File: src/rtl/branch_sequencer_if.sv
// Decode / ALU / PC-update handshake bundle for the branch sequencer.
// The master modport is the sequencer's view; slave is the surrounding datapath.
interface branch_sequencer_if;
  logic       instr_valid;
  logic [5:0] opcode;
  logic       instr_ready;
  logic       alu_start;
  logic [2:0] alu_op;
  logic       alu_done;
  logic       alu_zero;
  logic       pc_write;
  logic [1:0] pc_src;
  logic       flush;

  modport master (
    input  instr_valid, opcode, alu_done, alu_zero,
    output instr_ready, alu_start, alu_op, pc_write, pc_src, flush
  );

  modport slave (
    output instr_valid, opcode, alu_done, alu_zero,
    input  instr_ready, alu_start, alu_op, pc_write, pc_src, flush
  );
endinterface

File: src/rtl/branch_sequencer.sv
// Multicycle BEQ/BNE sequencer: launches an ALU subtract, resolves taken from the
// zero flag, issues one PC-update pulse and keeps saturating branch statistics.
module branch_sequencer #(
  parameter int unsigned CNT_W       = 16,
  parameter int unsigned ALU_TIMEOUT = 8,
  parameter int unsigned TMO_W       = 4
) (
  input  logic               clk,
  input  logic               reset,
  branch_sequencer_if.master bus,
  output logic               busy,
  output logic               tmo_err,
  output logic [CNT_W-1:0]   branch_count,
  output logic [CNT_W-1:0]   taken_count
);

  localparam logic [5:0] OpBeq  = 6'h04;
  localparam logic [5:0] OpBne  = 6'h05;
  localparam logic [2:0] AluAdd = 3'b010;
  localparam logic [2:0] AluSub = 3'b110;

  typedef enum logic [1:0] {StIdle, StLaunch, StExec, StUpdate} state_t;

  state_t             state_q;
  logic               alu_start_q;
  logic [2:0]         alu_op_q;
  logic               pc_write_q;
  logic [1:0]         pc_src_q;
  logic               flush_q;
  logic               tmo_err_q;
  logic [CNT_W-1:0]   branch_count_q;
  logic [CNT_W-1:0]   taken_count_q;
  logic [TMO_W-1:0]   tmo_cnt_q;
  logic               is_branch_q;
  logic               is_bne_q;
  logic               taken_q;

  logic               is_br_op;
  logic               res_taken;
  logic [TMO_W-1:0]   tmo_nxt;

  assign is_br_op  = (bus.opcode == OpBeq) || (bus.opcode == OpBne);
  assign res_taken = is_bne_q ? ~bus.alu_zero : bus.alu_zero;
  assign tmo_nxt   = tmo_cnt_q + TMO_W'(1);

  always_ff @(posedge clk) begin
    if (reset) begin
      state_q        <= StIdle;
      alu_start_q    <= 1'b0;
      alu_op_q       <= AluAdd;
      pc_write_q     <= 1'b0;
      pc_src_q       <= 2'b00;
      flush_q        <= 1'b0;
      tmo_err_q      <= 1'b0;
      branch_count_q <= '0;
      taken_count_q  <= '0;
      tmo_cnt_q      <= '0;
      is_branch_q    <= 1'b0;
      is_bne_q       <= 1'b0;
      taken_q        <= 1'b0;
    end else begin
      // Pulse outputs default low; the transition into a state raises them.
      alu_start_q <= 1'b0;
      pc_write_q  <= 1'b0;
      flush_q     <= 1'b0;
      pc_src_q    <= 2'b00;

      case (state_q)
        StIdle: begin
          if (bus.instr_valid) begin
            is_branch_q <= is_br_op;
            is_bne_q    <= (bus.opcode == OpBne);
            if (is_br_op) begin
              state_q     <= StLaunch;
              alu_start_q <= 1'b1;
              alu_op_q    <= AluSub;
            end else begin
              state_q    <= StUpdate;
              taken_q    <= 1'b0;
              pc_write_q <= 1'b1;
            end
          end
        end

        StLaunch: begin
          tmo_cnt_q <= '0;
          state_q   <= StExec;
        end

        StExec: begin
          // A result arriving on the timeout cycle wins over the timeout.
          if (bus.alu_done) begin
            taken_q    <= res_taken;
            pc_write_q <= 1'b1;
            pc_src_q   <= {1'b0, res_taken};
            flush_q    <= res_taken;
            alu_op_q   <= AluAdd;
            state_q    <= StUpdate;
          end else if (tmo_nxt == TMO_W'(ALU_TIMEOUT)) begin
            tmo_cnt_q  <= tmo_nxt;
            tmo_err_q  <= 1'b1;
            taken_q    <= 1'b0;
            pc_write_q <= 1'b1;
            alu_op_q   <= AluAdd;
            state_q    <= StUpdate;
          end else begin
            tmo_cnt_q <= tmo_nxt;
          end
        end

        StUpdate: begin
          if (is_branch_q) begin
            if (branch_count_q != '1) begin
              branch_count_q <= branch_count_q + CNT_W'(1);
            end
            if (taken_q && (taken_count_q != '1)) begin
              taken_count_q <= taken_count_q + CNT_W'(1);
            end
          end
          state_q <= StIdle;
        end

        default: state_q <= StIdle;
      endcase
    end
  end

  assign bus.instr_ready = (state_q == StIdle);
  assign bus.alu_start   = alu_start_q;
  assign bus.alu_op      = alu_op_q;
  assign bus.pc_write    = pc_write_q;
  assign bus.pc_src      = pc_src_q;
  assign bus.flush       = flush_q;
  assign busy            = (state_q != StIdle);
  assign tmo_err         = tmo_err_q;
  assign branch_count    = branch_count_q;
  assign taken_count     = taken_count_q;

endmodule
File: src/flat_wrapper.sv
// flat-port wrapper written by rule: the top's interface ports become plain ports
module branch_sequencer_flat 
#(
  parameter int unsigned CNT_W       = 16,
  parameter int unsigned ALU_TIMEOUT = 8,
  parameter int unsigned TMO_W       = 4
)
  (clk, reset, busy, tmo_err, branch_count, taken_count, bus_instr_valid, bus_opcode, bus_alu_done, bus_alu_zero, bus_instr_ready, bus_alu_start, bus_alu_op, bus_pc_write, bus_pc_src, bus_flush);
  branch_sequencer_if bus_i ();
  input  logic clk;
  input  logic reset;
  output logic busy;
  output logic tmo_err;
  output logic [CNT_W-1:0] branch_count;
  output logic [CNT_W-1:0] taken_count;
  input wire logic [$bits(bus_i.instr_valid)-1:0] bus_instr_valid;
  input wire logic [$bits(bus_i.opcode)-1:0] bus_opcode;
  input wire logic [$bits(bus_i.alu_done)-1:0] bus_alu_done;
  input wire logic [$bits(bus_i.alu_zero)-1:0] bus_alu_zero;
  output wire logic [$bits(bus_i.instr_ready)-1:0] bus_instr_ready;
  output wire logic [$bits(bus_i.alu_start)-1:0] bus_alu_start;
  output wire logic [$bits(bus_i.alu_op)-1:0] bus_alu_op;
  output wire logic [$bits(bus_i.pc_write)-1:0] bus_pc_write;
  output wire logic [$bits(bus_i.pc_src)-1:0] bus_pc_src;
  output wire logic [$bits(bus_i.flush)-1:0] bus_flush;
  assign bus_i.instr_valid = bus_instr_valid;
  assign bus_i.opcode = bus_opcode;
  assign bus_i.alu_done = bus_alu_done;
  assign bus_i.alu_zero = bus_alu_zero;
  assign bus_instr_ready = bus_i.instr_ready;
  assign bus_alu_start = bus_i.alu_start;
  assign bus_alu_op = bus_i.alu_op;
  assign bus_pc_write = bus_i.pc_write;
  assign bus_pc_src = bus_i.pc_src;
  assign bus_flush = bus_i.flush;
  branch_sequencer #(.CNT_W(CNT_W), .ALU_TIMEOUT(ALU_TIMEOUT), .TMO_W(TMO_W)) u_core (.clk(clk), .reset(reset), .bus(bus_i), .busy(busy), .tmo_err(tmo_err), .branch_count(branch_count), .taken_count(taken_count));
endmodule
File: config.mk
export PLATFORM = sky130hd
export DESIGN_NAME = branch_sequencer_flat
export DESIGN_NICKNAME = d
export VERILOG_FILES = /design/src/rtl/branch_sequencer_if.sv /design/src/rtl/branch_sequencer.sv /design/src/flat_wrapper.sv
export SDC_FILE = /design/constraint.sdc
export NUM_CORES = 1
export LEC_CHECK = 0
export CAP_MARGIN = 20
export CORE_MARGIN = 10
export CORE_UTILIZATION = 53
export CTS_CLUSTER_DIAMETER = 100
export DETAILED_ROUTE_END_ITERATION = 8
export HOLD_SLACK_MARGIN = 0.12
export PLACE_DENSITY = 0.84
export SLEW_MARGIN = 20
export SYNTH_ARGS = -nofsm -noshare
export SYNTH_HDL_FRONTEND = slang
export SYNTH_SLANG_ARGS = --single-unit
File: constraint.sdc
create_clock -name clk -period 3.4 [get_ports clk]
set_clock_uncertainty 0.05 [all_clocks]
set_input_delay 0.85 -clock clk [delete_from_list [all_inputs] [get_ports clk]]
set_output_delay 0.85 -clock clk [all_outputs]
set_load 0.05 [all_outputs]
Word level (Yosys, flattened, before mapping)
Cells that the tools add are included.

$add $sub $neg: 3. $mul: 0. Magnitude comparators: 0. Equal/unequal tests: 13. Bitwise gates (word level): 5. Div/mod/pow operators: 0. Reductions and logical operators: 17. Muxes and demuxes: 24. Shifts and indexed selects: 0.

Operators by type and width (count): adder 16 x 1 -> 16 bit, second input constant (2); != test 16 bit, second input constant (2); equality test 6 x 3 -> 1 bit, second input constant (2); two-way mux 3 bit (4); two-way mux 1 bit (10); AND reduction 3 bit (3); two-way mux 2 bit (4); case mux 2 bit (4 select lines) (1); case mux 4 bit (2 select lines) (1); AND reduction 4 bit (2); != test 2 bit, second input constant (3); case mux 3 bit (2 select lines) (1); AND reduction 2 bit (3); nonzero test 2 bit (3); OR reduction 3 bit (2); inverter 1 bit (5); adder 4 x 1 -> 4 bit, second input constant (1); equality test 2 bit, second input constant (2); equality test 4 bit, second input constant (1); two-way mux 4 bit (1); case mux 1 bit (2 select lines) (2); != test 3 x 2 -> 1 bit, second input constant (1); equality test 2 x 1 -> 1 bit, second input constant (1); zero test 2 bit (1); 4 further kinds (4).

Logic and storage cells: 75. Bits in writable memories: 0. Bits in read-only memories: 0. Latch bits: 0. Output and inout port bits: 43. Register bits: 49. Bits of input ports: 11. Memories kept: 0.

Longest topological paths before layout
Gate-level depths: netlist (run 1).

Depth after elaboration: 5. Mapped depth: 8.

Least setup slack after synthesis (run 1)
Ideal clock, no wire load.

Path type: reg-to-reg. Start point: register u_core.state_q[0]. End point: register u_core.taken_q. Cell stages (with the launch flop): 9. Path slack: 1026 ps. Arrival time: 2204 ps. Required time: 3229 ps. Setup time: 121 ps. Cells stage by stage: dfxtp_1 inv_1 ha_1 clkbuf_1 inv_1 a2bb2oi_1 a21boi_2 nand3b_1 mux2_2.

Cells in the longest elaborated chain, start to end: 3.

Ends and longest elaborated chain: start, declared (RTL line branch_sequencer.sv:24) `state_t state_q;`; start signal, assigned (RTL line branch_sequencer.sv:48) `state_q <= StIdle;`; start signal, assigned (RTL line branch_sequencer.sv:74) `state_q <= StLaunch;`; start signal, assigned (RTL line branch_sequencer.sv:78) `state_q <= StUpdate;`; zero test 2 bit (*); net bus_instr_ready (RTL line flat_wrapper.sv:20) `output wire logic [$bits(bus_i.instr_ready)-1:0] bus_instr_ready;`; != test 2 bit (no source line) or nonzero test 2 bit (tied branches); AND reduction 4 bit (no source line); end signal, assigned (RTL line branch_sequencer.sv:93) `taken_q <= res_taken;`; end, declared (RTL line branch_sequencer.sv:36) `logic taken_q;`.

The timed path passes the listed nets; every way through them passes the cells marked *. A chain may end at the register's enable or synchronous reset.

Final worst setup path (run 1)
Start point: register u_core.state_q[0]. End point: output busy.

Cells in the longest elaborated chain, start to end: 1.

Ends and longest elaborated chain: nonzero test 2 bit (RTL line branch_sequencer.sv:134) `assign busy = (state_q != StIdle);`; end, declared (RTL line flat_wrapper.sv:12) `output logic busy;`.

No other way between the ends.

==> impl_metrics.yaml, run 1 <==
placed_design:
  io_buffers: 50
  hpwl_mm: 4.00
  dp.cells: 366
  gp_congestion: 0.773
yosys:
  synth_top_area_share: 0.398
  synth_cell_types: 44
  synth-seq-area-share: 0.398
  synth_edf_count: 0
  ys_top_cells_by_area: "dfxtp_1, nor2_1, xnor2_1, nor3_1, ha_1"
  ys_ff_latch: 46
  synthArstFlopShare: 0
  yosys_warnings: 0
  ys.flop_type: "dfxtp_1"
  synth_top_area_cell: "dfxtp_1"
  postSynthCellCount: 276
  avgSynthCellArea_um2: 8.38
  synth_area_um2: 2310
timing:
  slew_viol_final: 0
  setup_viol: 0
  period_needed_ns: 2.92
  worst_pin_slew_ns: 0.764
  grt_setup_unrepaired: "false"
  period_share: 0.860
  fin_setup_tns_ns: 0
  hold_viol: 0
  slew_headroom: 0.486
  max_clock_freq_mhz: 342
  holdWs_ns: 0.418
detailed_routing:
  wl_per_cell_um: 14.2
  drc: 0
  wl_mm: 5.30
  routed-via-count: 2081
  drt-pass1-iter-count: 4
  routed_via_density: 5.56
  dr.first_iter.drc_count: 150
  final_antenna_net_count: 0
final_layout:
  area_growth_pct: 26.8
  antenna-diode-count: 0
  fin_util: 0.713
  fin_cells: 374
  drive_gt1_frac: 0.0648
  nNetsFinal: 341
clocking:
  clkLatencyLatePin_ns: 0.30
  post_cts_buffers: 0
  ctsLongestPathBuffers: 2
  htree_levels: 2
  cts_sinks: 46
  root_buffer: "clkbuf_8"
  clk_transition_reported_paths_ns: 0.08
  numCtsBuffers: 5
  hold_buffers: 0
  ctsResizeCount: 0
  cts_tree: "built"
global_route:
  antenna_found_initial: 0
  overflow: 0
  grt_pass1_wl_mm: 9.10
  first_global_vias: 2059
  grt_max_degree: 32
  track_usage: 0.145
min_path:
  hold_path_class: "reg2reg"
die:
  io_pins: 54
  die_h_um: 86.1
  num_rows: 23
  core_area_um2: 4120
  fp.dieW_um: 86.1
  die-area_um2: 7400
  start_util: 0.562
power_and_ir_drop:
  pwr_density_cell_nw_per_um2: 450
  p_leak_nw: 0.979
  ir_drop_uv: 631
  power_w: 0.00132
worst_setup_path:
  cp-end-kind: "output pin"
  criticalPathCategory: "reg2out"
  worstPathRequired_ns: 2.50
  critPathLaunchType: "flop"
  arrival_ns: 2.02
  crit_path_max_fanout: 9
run:
  drv_cap: 0
outcome:
  status: "completed"
[per-stage QoR]
stage | area (um^2) | setup slack (ns)
2_1_floorplan | 2320 | 1.03
3_3_place_gp | 2830 | 0.840
3_5_place_dp | 2830 | 0.746
4_1_cts | 2930 | 0.473
5_1_grt | 2930 | 0.385
6_report | 2930 | 0.475
[cell usage after synthesis (3+ instances only)]
| cell | count |
|---|---|
| o21ai_0 | 10 |
| nand2b_1 | 4 |
| nor3_1 | 22 |
| mux2i_1 | 3 |
| inv_1 | 8 |
| dfxtp_1 | 46 |
| nor4_1 | 5 |
| nand2_1 | 20 |
| buf_4 | 4 |
| a21oi_1 | 16 |
| nand3_1 | 11 |
| or3_1 | 3 |
| nor2_1 | 42 |
| xor2_1 | 6 |
| nand4_2 | 3 |
| xnor2_1 | 18 |
| nand4_1 | 8 |
| ha_1 | 7 |
| clkbuf_1 | 6 |
[per-layer routing]
layer	track usage	routed length (um)	vias up
met3	0.0577	277	6
met2	0.260	2700	42
met4	0.0434	73	0
li1	-	-	1052
met5	0	0	-
met1	0.150	2250	981
[cells by family (layout without fill, tap and decap cells)]
family / Yosys count / in the layout / synth area share
and+or+nand+nor: 140 / 140 / 0.330
DFF: 46 / 46 / 0.398
AOI/OAI and AO/OA: 33 / 33 / 0.0833
xor gates and xnor gates: 24 / 24 / 0.0909
buffers and inverters: 20 / 67 / 0.0390
adders and majority gates: 7 / 7 / 0.0379
muxes: 4 / 4 / 0.0179
other: 2 / 3 / 0.00325
[worst paths after layout]
path | startpoint | to | slack, ns | cells past startpoint
max reg2reg | u_core.branch_count[0] | u_core.branch_count[0] | 1.16 | 6
min reg2reg | u_core.is_bne_q | u_core.is_bne_q | 0.42 | 2
max | u_core.state_q[0] | busy | 0.48 | 4
min | u_core.is_bne_q | u_core.is_bne_q | 0.42 | 2
[layout by cell type, fill, tap and decap left out, drive strengths merged, types with 2 or more instances in the layout]
| cell type | count |
|---|---|
| and4bb | 2 |
| and3 | 3 |
| nor4 | 6 |
| conb | 3 |
| mux2i | 3 |
| ha | 7 |
| nand2b | 4 |
| nor2b | 2 |
| xor2 | 6 |
| dfxtp | 46 |
| nand3 | 11 |
| or4 | 4 |
| nand3b | 2 |
| xnor2 | 18 |
| a21oi | 16 |
| o21ai | 10 |
| nor2 | 42 |
| nor3 | 23 |
| nand2 | 20 |
| or3 | 3 |
| clkbuf | 7 |
| nor4b | 2 |
| nand4 | 11 |
| clkdlybuf4s50 | 50 |
| inv | 8 |
[report_power, final]
part	internal (W)	switching, W	leakage, nW
Combinational	0.000123	0.000223	0.555
Sequential	0.000561	0.0000212	0.371
Clock	0.000220	0.000172	0.0524
[registers in the layout (all words and copies together) (netlist names)]
name and flops:
u_core.bus.alu_start 1, u_core.branch_count 16, u_core.bus.pc_write 1, u_core.bus.alu_op 1
u_core.bus.flush 1, u_core.tmo_err 1, u_core.taken_count 16, u_core.tmo_cnt_q 4
u_core.taken_q 1, u_core.is_branch_q 1, u_core.is_bne_q 1, u_core.state_q 2
[area by class of cell]
type / instances / area [um^2]
Multi-Input combinational cell: 211 / 1310
Fill cell: 348 / 1180
Sequential cell: 46 / 921
Timing Repair Buffer: 51 / 508
Clock buffer: 7 / 76.3
Tap cell: 50 / 62.6
Clock inverter: 1 / 30.0
Inverter: 8 / 30.0
[critical path, stage by stage, from the launching register on]
cell,delay [ns]
dfxtp_1,0.39
inv_1,0.08
ha_1,0.31
inv_1,0.13
clkdlybuf4s50_1,0.82
(Power assumes the default switching activity.)
==> run 2: changes to the inputs <==
--- a/config.mk
+++ b/config.mk
@@ -5,13 +5,14 @@
 export SDC_FILE = /design/constraint.sdc
 export NUM_CORES = 1
 export LEC_CHECK = 0
-export CAP_MARGIN = 20
+export CAP_MARGIN = 10
 export CORE_MARGIN = 10
 export CORE_UTILIZATION = 53
 export CTS_CLUSTER_DIAMETER = 100
 export DETAILED_ROUTE_END_ITERATION = 8
 export HOLD_SLACK_MARGIN = 0.12
 export PLACE_DENSITY = 0.84
+export REMOVE_ABC_BUFFERS = 1
 export SLEW_MARGIN = 20
 export SYNTH_ARGS = -nofsm -noshare
 export SYNTH_HDL_FRONTEND = slang
==> run 2 against run 1 <==
Critical path depth is the same. Non-clock buffer count rose by 1. Flip-flop and latch count stayed put. Via count down 0.14%. Setup slack worse by 0.010 ns. Sequential share of layout area rose by 0.22 points. Maximum frequency down 0.35%. Cell area decreased by 0.68%. Utilization fell by 0.49 points. Die area unchanged.
==> impl_metrics.yaml, run 2 (same netlist as run 1, synthesis figures left out) <==
detailed_routing:
  highest_layer: "met4"
  dr.first_iter.drc_count: 77
  wl_mm: 5.53
  final_antenna_net_count: 0
  drt-pass1-iter-count: 4
  routed-wl-met2_mm: 2.75
  wl_met1_mm: 2.35
  routed-wl-met3_um: 410
  drc: 0
  routed-via-count: 2078
  routed_via_density: 5.56
  wl_per_cell_um: 14.8
timing:
  grt_setup_unrepaired: "false"
  period_needed_ns: 2.94
  fin_setup_tns_ns: 0
  hold_viol: 0
  max_clock_freq_mhz: 341
  slew_headroom: 0.415
  period_share: 0.863
  setup_viol: 0
  worst_pin_slew_ns: 0.870
  slew_viol_final: 0
power_and_ir_drop:
  power_frac_clock: 0.250
  p_int_w: 0.000825
  pwr_density_cell_nw_per_um2: 429
  p_sw_frac: 0.339
  pwr-share-seq: 0.466
  ir_drop_uv: 319
  power.switching_w: 0.000424
  p_leak_nw: 0.975
  p_comb_frac: 0.284
  power_w: 0.00125
worst_setup_path:
  crit_path_max_fanout: 9
  criticalPathCategory: "reg2out"
  cp-end-kind: "output pin"
  worstPathRequired_ns: 2.50
  crit_top_cell: "inv_1"
  slowest_stage: "clkdlybuf4s50_1"
  critPathMaxStageDelay_ns: 0.83
  critPathLaunchType: "flop"
  arrival_ns: 2.04
  cp_cell_sequence: "inv_1, ha_1, inv_1, clkdlybuf4s50_1"
clocking:
  ctsResizeCount: 0
  post_cts_buffers: 0
  cts_tree: "built"
  ctsLongestPathBuffers: 2
  clk_transition_reported_paths_ns: 0.08
  hold_buffers: 0
  htree_levels: 2
  clkLatencyLatePin_ns: 0.30
  cts_sinks: 46
  numCtsBuffers: 5
  root_buffer: "clkbuf_8"
run:
  drv_cap: 0
final_layout:
  drive_gt1_frac: 0.0710
  mostFrequentLayoutCells: "clkdlybuf4s50_1, dfxtp_1, nor2_1"
  final_common_cell: "clkdlybuf4s50_1"
  antenna-diode-count: 0
  area_growth_pct: 26.0
  fin_cells: 374
  final_cell_area_um2: 2910
  nNetsFinal: 342
die:
  num_rows: 23
  core_area_um2: 4120
  start_util: 0.562
  die-area_um2: 7400
  fp.dieW_um: 86.1
  die_h_um: 86.1
  io_pins: 54
placed_design:
  dpl_cell_area_um2: 2830
  gp_congestion: 0.855
  hpwl_mm: 4.17
  dp.cells: 367
  io_buffers: 50
global_route:
  antenna_found_initial: 0
  track_usage: 0.151
  overflow: 0
  grt_max_degree: 19
  first_global_vias: 2139
  grt_pass1_wl_mm: 9.53
outcome:
  status: "completed"
min_path:
  hold_path_class: "reg2reg"
==> run 2: changes by cell type in the layout (fill, tap and decap cells not counted), sizes merged <==
| cell | previous run | this run |
|---|---|---|
| bufinv | 1 | 0 |
| clkbuf | 7 | 5 |
| clkinv | 0 | 2 |
| buf | 1 | 2 |
==> run 2: metrics by stage <==
stage	hold slack [ns]	setup WS (ns)	utilization
finish	0.435	0.465	0.708
global route	0.486	0.330	0.708
CTS	0.439	0.459	0.708
detailed placement	0.425	0.746	0.689
global placement	0.413	0.840	0.689
floorplan	0.388	1.01	-
==> run 2: final timing paths <==
| kind | slack, ns | endpoint | startpoint | cells after the start |
|---|---|---|---|---|
| worst max-delay path | 0.46 | busy | u_core.state_q[0] | 4 |
| worst min-delay path | 0.43 | u_core.is_bne_q | u_core.is_bne_q | 2 |
| worst max register to register | 1.15 | u_core.branch_count[0] | u_core.branch_count[0] | 6 |
| worst min register to register | 0.43 | u_core.is_bne_q | u_core.is_bne_q | 2 |
==> run 2: metal layers <==
| layer | track usage | vias up |
|---|---|---|
| li1 | - | 1055 |
| met1 | 0.160 | 970 |
| met2 | 0.269 | 49 |
| met3 | 0.0624 | 4 |
| met4 | 0.0389 | 0 |
| met5 | 0 | - |
==> run 2: worst max-delay path: cells and delay by family (launching register included) <==
kind,cells,cell delay (ns)
buffers and inverters,3,1.05
flip-flops,1,0.39
adder cells (fa/ha/maj),1,0.31
==> run 2: final cells by class <==
type                    instances  area [um^2]
inverters                       8         30.0
flip-flops and latches         46          921
clock buffers                   5         68.8
clock inverters                 2         10.0
well taps                      50         62.6
fillers                       361         1200
repair buffers                 52          515
multi-input cells             211         1310
==> run 2: power groups by stage <==
stage / Combinational [W] / Sequential, W / Clock [W]
5_1_grt: 0.000391 / 0.000586 / 0.000342
4_1_cts: 0.000354 / 0.000582 / 0.000320
2_1_floorplan: 0.000212 / 0.000620 / 0
3_3_place_gp: 0.000341 / 0.000592 / 0
3_5_place_dp: 0.000353 / 0.000594 / 0
6_report: 0.000354 / 0.000583 / 0.000312
==> run 3: changes to the inputs <==
--- a/config.mk
+++ b/config.mk
@@ -6,7 +6,6 @@
 export NUM_CORES = 1
 export LEC_CHECK = 0
 export CAP_MARGIN = 10
-export CORE_MARGIN = 10
 export CORE_UTILIZATION = 53
 export CTS_CLUSTER_DIAMETER = 100
 export DETAILED_ROUTE_END_ITERATION = 8
==> run 3 against run 2 <==
Wire length shrank 8.9%. Clock power rose by 60%. Register-to-register slack better by 0.06 ns.
==> impl_metrics.yaml, run 3 (same netlist as run 1, synthesis figures left out) <==
outcome:
  status: "completed"
global_route:
  track_usage: 0.237
  antenna_found_initial: 0
  first_global_vias: 1957
  grt_max_degree: 23
  overflow: 0
  grt_pass1_wl_mm: 8.37
detailed_routing:
  drt-pass1-iter-count: 4
  routed-via-count: 2117
  drc: 0
  wl_mm: 5.04
  final_antenna_net_count: 0
  wl_per_cell_um: 13.4
  dr.first_iter.drc_count: 131
  routed_via_density: 5.65
timing:
  slew_headroom: 0.486
  worst_pin_slew_ns: 0.763
  hold_viol: 0
  period_needed_ns: 2.94
  period_share: 0.864
  setup_viol: 0
  fin_setup_tns_ns: 0
  max_clock_freq_mhz: 340
  grt_setup_unrepaired: "false"
  slew_viol_final: 0
final_layout:
  mostFrequentLayoutCells: "clkdlybuf4s50_1, dfxtp_1, nor2_1"
  drive_gt1_frac: 0.0738
  area_growth_pct: 28.7
  final_common_cell: "clkdlybuf4s50_1"
  fin_cells: 375
  multi_input_area_um2: 1310
  nNetsFinal: 342
  fin_util: 0.728
  fill_cells: 330
  regArea_um2: 921
  final_cell_area_um2: 2980
  antenna-diode-count: 0
min_path:
  hp-start: "u_core.is_bne_q"
  hold_path_class: "reg2reg"
power_and_ir_drop:
  pwr_density_cell_nw_per_um2: 480
  p_leak_nw: 1.00
  ir_drop_uv: 431
clocking:
  cts_sinks: 46
  clkLatencyLatePin_ns: 0.30
  root_buffer: "clkbuf_8"
  clk_transition_reported_paths_ns: 0.09
  hold_buffers: 0
  htree_levels: 2
  cts_tree: "built"
  ctsLongestPathBuffers: 2
  numCtsBuffers: 5
  ctsResizeCount: 0
  post_cts_buffers: 0
worst_setup_path:
  arrival_ns: 2.04
  crit-reg2reg-launch: "u_core.state_q[0]"
  critPathLaunchType: "flop"
  crit_path_max_fanout: 9
  worstPathRequired_ns: 2.50
  cp-end-kind: "output pin"
  criticalPathCategory: "reg2out"
  crit_start: "u_core.state_q[0]"
placed_design:
  hpwl_mm: 3.56
  dp.cells: 367
  dpl_cell_area_um2: 2830
  gp_congestion: 0.804
  io_buffers: 50
die:
  die-area_um2: 4630
  start_util: 0.566
  num_rows: 23
  io_pins: 54
  fp.dieW_um: 68.1
  die_h_um: 68.1
  core_area_um2: 4090
run:
  drv_cap: 0
## run 3: cell count changes in the layout (fill, tap and decap cells not counted)
cell / previous run / this run
clkbuf_8: 5 / 6
bufinv_16: 0 / 2
clkinv_2: 2 / 0
## run 3: report_power, final
group          switching [W]  internal, W
logic               0.000224     0.000125
registers          0.0000212     0.000561
clock network       0.000185     0.000313
total               0.000429      0.00100
## run 3: final timing paths
check,endpoint,slack (ns),depth (start not counted)
hold reg to reg,u_core.is_bne_q,0.43,2
setup / recovery,busy,0.46,4
setup reg to reg,u_core.taken_q,1.21,7
hold / removal,u_core.is_bne_q,0.43,2
## run 3: per-layer routing
layer	vias up	GRT usage	wire, um
li1	1053	-	-
met1	999	0.288	2330
met2	58	0.398	2430
met3	7	0.0600	220
met4	0	0.0885	53
met5	-	0	0
## run 3: layout make-up
type | count | area share
clock buffer | 6 | 0.0277
clock inverter | 2 | 0.0202
inverter | 8 | 0.0101
multi-input combinational | 211 | 0.438
sequential | 46 | 0.309
tap | 50 | 0.0210
timing repair buffer | 52 | 0.173
## run 3: worst max-delay path, stage by stage, from the launching register on
cell             delay (ns)
dfxtp_1                0.39
inv_1                  0.09
ha_1                   0.31
inv_1                  0.13
clkdlybuf4s50_1        0.82
## run 3: stage by stage
step	power [W]	setup WS (ns)	hold WS, ns
floorplan	0.000833	1.01	0.388
global placement	0.000930	0.832	0.406
detailed placement	0.000940	0.722	0.415
CTS	0.00144	0.466	0.427
global route	0.00150	0.325	0.461
finish	0.00143	0.462	0.425
==> patch 1: new RTL, config.mk and constraints of run 3 <==
Reset style: asynchronous (`reset`), changed in one clocked block.
--- a/src/rtl/branch_sequencer.sv
+++ b/src/rtl/branch_sequencer.sv
@@ -44,5 +44,5 @@
   assign tmo_nxt   = tmo_cnt_q + TMO_W'(1);
 
-  always_ff @(posedge clk) begin
+  always_ff @(posedge clk or posedge reset) begin
     if (reset) begin
       state_q        <= StIdle;
Formal check against the unedited RTL: differs if reset is asserted again (counterexample within 4 cycles, from zero or initial values and one cycle with reset high); with reset held inactive, the same outputs for 10 cycles.
==> patch 1 against run 3 <==
- register-to-register slack gained 170 ps
- routed wire length shrank 7.6%
- die area grew 2.2%
- area after synthesis grew 2.2%
- synthesized cell count shrank 21%
- largest power group unchanged
- power grew 15%
- hold slack lost 3.1 ps
- via count shrank 12%
- cell count shrank 14%
- sequential cell count is the same
- non-clock buffer count is the same
- worst setup slack gained 40 ps
- design area grew 1.1%
==> patch 1: results (changes against run 3) <==
| Metric | Value |
|---|---|
| Worst slew pin tran | `734 ps (-28.9 ps)` |
| Fin nets | `290 (-15%)` |
| Final GP Congestion | `0.827 (+2.8%)` |
| Sequential cell area fraction in the yosys report | `48.7% (+8.9 points)` |
| DR WL met2 | `2.22 mm (-8.9%)` |
| Initial drt markers | `156 (+19%)` |
| Largest net degree at the start of global routing | `25 (+8.7%)` |
| Vias in the first global route | `1627 (-17%)` |
| WL met1 | `2.16 mm (-7.3%)` |
| Tcrit/Tclk final | `85.2% (-1.2 points)` |
| Synth unique cells | `46 (+4.5%)` |
| Post-Layout Inst Area | `0.00301 mm^2 (+1.1%)` |
| CP max FO | `8 (-1)` |
| Syn Inst Count | `219 (-21%)` |
| Met1 Use GR | `31.7% (+2.9 points)` |
| Met3 WL | `225 um (+2.3%)` |
| R2r setup slk | `1380 ps (+170 ps)` |
| Async S/R FF share, synth | `100% (+100 points)` |
| HPWL Detailed | `3.35 mm (-5.9%)` |
| Peak supply drop | `0.000438 V (+1.8%)` |
| Wirelength per Cell | `14.4 um (+7.3%)` |
| Via-per-instance ratio | `5.80 (+2.7%)` |
| Critical Path AT | `2000 ps (-40 ps)` |
| GR Layer Usage met3 | `6.09% (+0.086 points)` |
| Reg2reg end | `u_core.state_q[1]` |
| Status | `finished, final reports clean` |
| Dpl cells | `315 (-14%)` |
| Placed inst area | `0.00290 mm^2 (+2.4%)` |
| First-pass GRT wire length | `7.76 mm (-7.3%)` |
| HP Start | `u_core.tmo_err` |
| Commonest cells in the netlist | `dfrtp_1 (46), xnor2_1 (20), nand2_1 (15)` |
| Top post-synthesis cells by area | `dfrtp_1 (49%), xnor2_1 (7.4%), xor2_1 (4.1%)` |
| Total track usage | `22.7% (-0.99 points)` |
| Critical Path Start | `u_core.state_q[0]` |
| LEAKAGE | `1.33 nW (+33%)` |
| Main synth FF type | `dfrtp_1` |
| Proportion of layout cells with a drive suffix above 1 | `6.96% (-0.42 points)` |
| Final instance count without filler cells | `323 (-14%)` |
| Worst R2R Path Depth | `6 (-1)` |
==> patch 1: cell count changes in the layout (fill, tap and decap cells not counted), sizes merged, moves of 6 or more <==
cell,before,now
nor3,23,5
o21ai,10,3
and4,1,7
nor2,42,8
dfrtp,0,46
a21oi,16,6
dfxtp,46,0
==> patch 1: final cells by class <==
cell class / count / area share, %
Inverter: 7 / 0.873
Sequential cell: 46 / 38.3
Timing Repair Buffer: 52 / 17.1
Clock inverter: 1 / 0.998
Tap cell: 50 / 2.08
Clock buffer: 7 / 2.54
Multi-Input combinational cell: 160 / 38.1
==> patch 1: logic make-up (layout without fill, tap and decap cells) <==
kind of cell | Yosys count | after routing | share of synthesized area, %
xor gates and xnor gates | 31 | 31 | 11.5
muxes | 6 | 6 | 2.96
other | 2 | 3 | 0.318
adders and majority gates | 7 | 7 | 3.71
DFF | 46 | 46 | 48.7
and+or+nand+nor | 85 | 85 | 21.9
buffers and inverters | 14 | 67 | 2.91
AOI/OAI and AO/OA | 28 | 28 | 7.99
==> patch 1: worst max-delay path: stages, from the launching register on <==
cell and delay (ps):
dfrtp_1 380, inv_1 90, ha_1 290, inv_1 130, clkdlybuf4s50_1 810
==> patch 1: power by group <==
part	leakage, nW	total [W]	switching, W	internal, W
logic	0.648	0.000563	0.000352	0.000211
registers	0.630	0.000676	0.0000646	0.000611
clock network	0.0524	0.000400	0.000180	0.000220
total	1.33	0.00164	0.000597	0.00104
==> patch 1: how the worst min path moves through the flow <==
stage	slack (ps)	to
final	420	u_core.tmo_err
after global routing	440	u_core.tmo_err
after CTS	430	u_core.tmo_err
after detailed placement	410	u_core.tmo_err
after global placement	410	u_core.tmo_err
after floorplan	420	u_core.is_bne_q
==> patch 2: new RTL, config.mk and constraints of run 3 <==
Without the edit above. `TMO_W` is set to 4 in 2 places; all go to 6.
--- a/src/rtl/branch_sequencer.sv
+++ b/src/rtl/branch_sequencer.sv
@@ -4,5 +4,5 @@
   parameter int unsigned CNT_W       = 16,
   parameter int unsigned ALU_TIMEOUT = 8,
-  parameter int unsigned TMO_W       = 4
+  parameter int unsigned TMO_W       = 6
 ) (
   input  logic               clk,
--- a/src/flat_wrapper.sv
+++ b/src/flat_wrapper.sv
@@ -4,5 +4,5 @@
   parameter int unsigned CNT_W       = 16,
   parameter int unsigned ALU_TIMEOUT = 8,
-  parameter int unsigned TMO_W       = 4
+  parameter int unsigned TMO_W       = 6
 )
   (clk, reset, busy, tmo_err, branch_count, taken_count, bus_instr_valid, bus_opcode, bus_alu_done, bus_alu_zero, bus_instr_ready, bus_alu_start, bus_alu_op, bus_pc_write, bus_pc_src, bus_flush);
Formal check against the unedited RTL: same outputs for any inputs over 10 cycles, from zero or initial values and one cycle with reset high; that may be too few to reach the edited logic, so the function may still have changed.
==> patch 2 against run 3 <==
- routed wire length increased by 0.93%
- critical path type unchanged
- maximum frequency increased by 0.88%
- cell count increased by 0.53%
- register-to-register slack improved by 70 ps
- die area increased by 7.0%
- design area increased by 2.9%
- global-route usage decreased by 1.6 points
- power decreased by 9.3%
- largest power group unchanged
- area after synthesis increased by 7.2%
- worst setup slack improved by 26 ps
- sequential cell count increased by 2
==> patch 2: results (changes against run 3) <==
| Metric | Value |
|---|---|
| Status | `finished, final reports clean` |
| Total track usage | `22.1% (-1.6 points)` |
| Hold path cells | `2 (unchanged)` |
| Top post-synthesis cells by area | `dfxtp_1 (39%), xor2_1 (8.5%), nor2_1 (6.2%)` |
| # resized after CTS | `0 (unchanged)` |
| Post-synthesis compound-gate area fraction | `13.6% (+5.3 points)` |
| Clock Latency Late Sink | `300 ps (about the same)` |
| Wirelength per Cell | `13.5 um (+0.40%)` |
| Placed inst area | `0.00297 mm^2 (+4.7%)` |
| Worst Hold End | `u_core.bus.alu_op[2]` |
| GR Util met2 | `35.6% (-4.3 points)` |
| CP max FO | `9 (unchanged)` |
| Synth unique cells | `53 (+20%)` |
| WL met1 | `2.39 mm (+2.5%)` |
| GR Layer Usage met3 | `5.63% (-0.37 points)` |
| Via-per-instance ratio | `5.65 (about the same)` |
| Yosys top cell area share | `38.8% (-1.1 points)` |
| Dpl cells | `369 (+0.54%)` |
| Peak supply drop | `0.000455 V (+5.7%)` |
| XOR/XNOR Fraction of Synth Area | `9.89% (+0.80 points)` |
| Vias post-DR | `2130 (+0.61%)` |
| Sequential cell area fraction in the yosys report | `38.8% (-1.1 points)` |
| HP Start | `u_core.bus.alu_op[2]` |
| Critical Path AT | `2010 ps (-30 ps)` |
| First-pass GRT wire length | `8.89 mm (+6.2%)` |
| I/O Buffers | `50 (unchanged)` |
| HPWL Detailed | `3.69 mm (+3.4%)` |
| Syn Inst Count | `279 (+1.1%)` |
| DR WL met2 | `2.44 mm (about the same)` |
| Final GP Congestion | `0.871 (+8.3%)` |
| Met3 WL | `202 um (-8.2%)` |
| Proportion of layout cells with a drive suffix above 1 | `6.77% (-0.62 points)` |
| LEAKAGE | `1.09 nW (+9.1%)` |
| Initial antenna violation count | `0 (unchanged)` |
| Commonest cells in the netlist | `dfxtp_1 (48), nor2_1 (41), xor2_1 (24)` |
| Int Power | `0.000861 W (-14%)` |
| H-tree depth | `2 (unchanged)` |
| Slew HR | `55.6% (+7.0 points)` |
| Mux contribution to synthesized area | `1.26% (-0.52 points)` |
| WHS | `431 ps (+5.37 ps)` |
| Fraction of the mapped netlist area in adder cells | `3.53% (-0.25 points)` |
| DRT Pass-1 Iters | `5 (+1)` |
| Tcrit/Tclk final | `85.7% (-0.76 points)` |
| Initial drt markers | `137 (+4.6%)` |
| Worst slack, placed | `751 ps (+29.1 ps)` |
| Largest net degree at the start of global routing | `22 (-4.3%)` |
| Max incr delay on CP | `810 ps` |
| RR Startpoint | `u_core.state_q[0]` |
| Met1 Use GR | `28.9% (+0.079 points)` |
| Vias in the first global route | `2024 (+3.4%)` |
| R2r setup slk | `1280 ps (+70 ps)` |
| Critical Path Start | `u_core.state_q[1]` |
-- patch 2: changes by cell type after synthesis, moves of 5 or more --
cell,before,now
xnor2_1,18,4
nor3_1,22,5
o21ai_1,0,8
xor2_1,6,24
a21oi_1,16,11
o2111ai_1,0,6
o21ai_0,10,3
a311oi_1,0,6
o211ai_1,1,6
-- patch 2: power groups by stage --
stage / sequential (W) / combinational (W) / clock [W]
4_1_cts: 0.000599 / 0.000346 / 0.000364
5_1_grt: 0.000602 / 0.000377 / 0.000385
3_3_place_gp: 0.000610 / 0.000337 / 0
3_5_place_dp: 0.000612 / 0.000342 / 0
2_1_floorplan: 0.000627 / 0.000226 / 0
6_report: 0.000600 / 0.000345 / 0.000352
-- patch 2: layout make-up --
class,count,area (um^2)
timing repair buffer,52,515
clock buffer,7,86.3
clock inverter,1,7.51
multi-input combinational,211,1400
inverter,6,22.5
fill,378,1350
sequential,48,961
tap,52,65.1
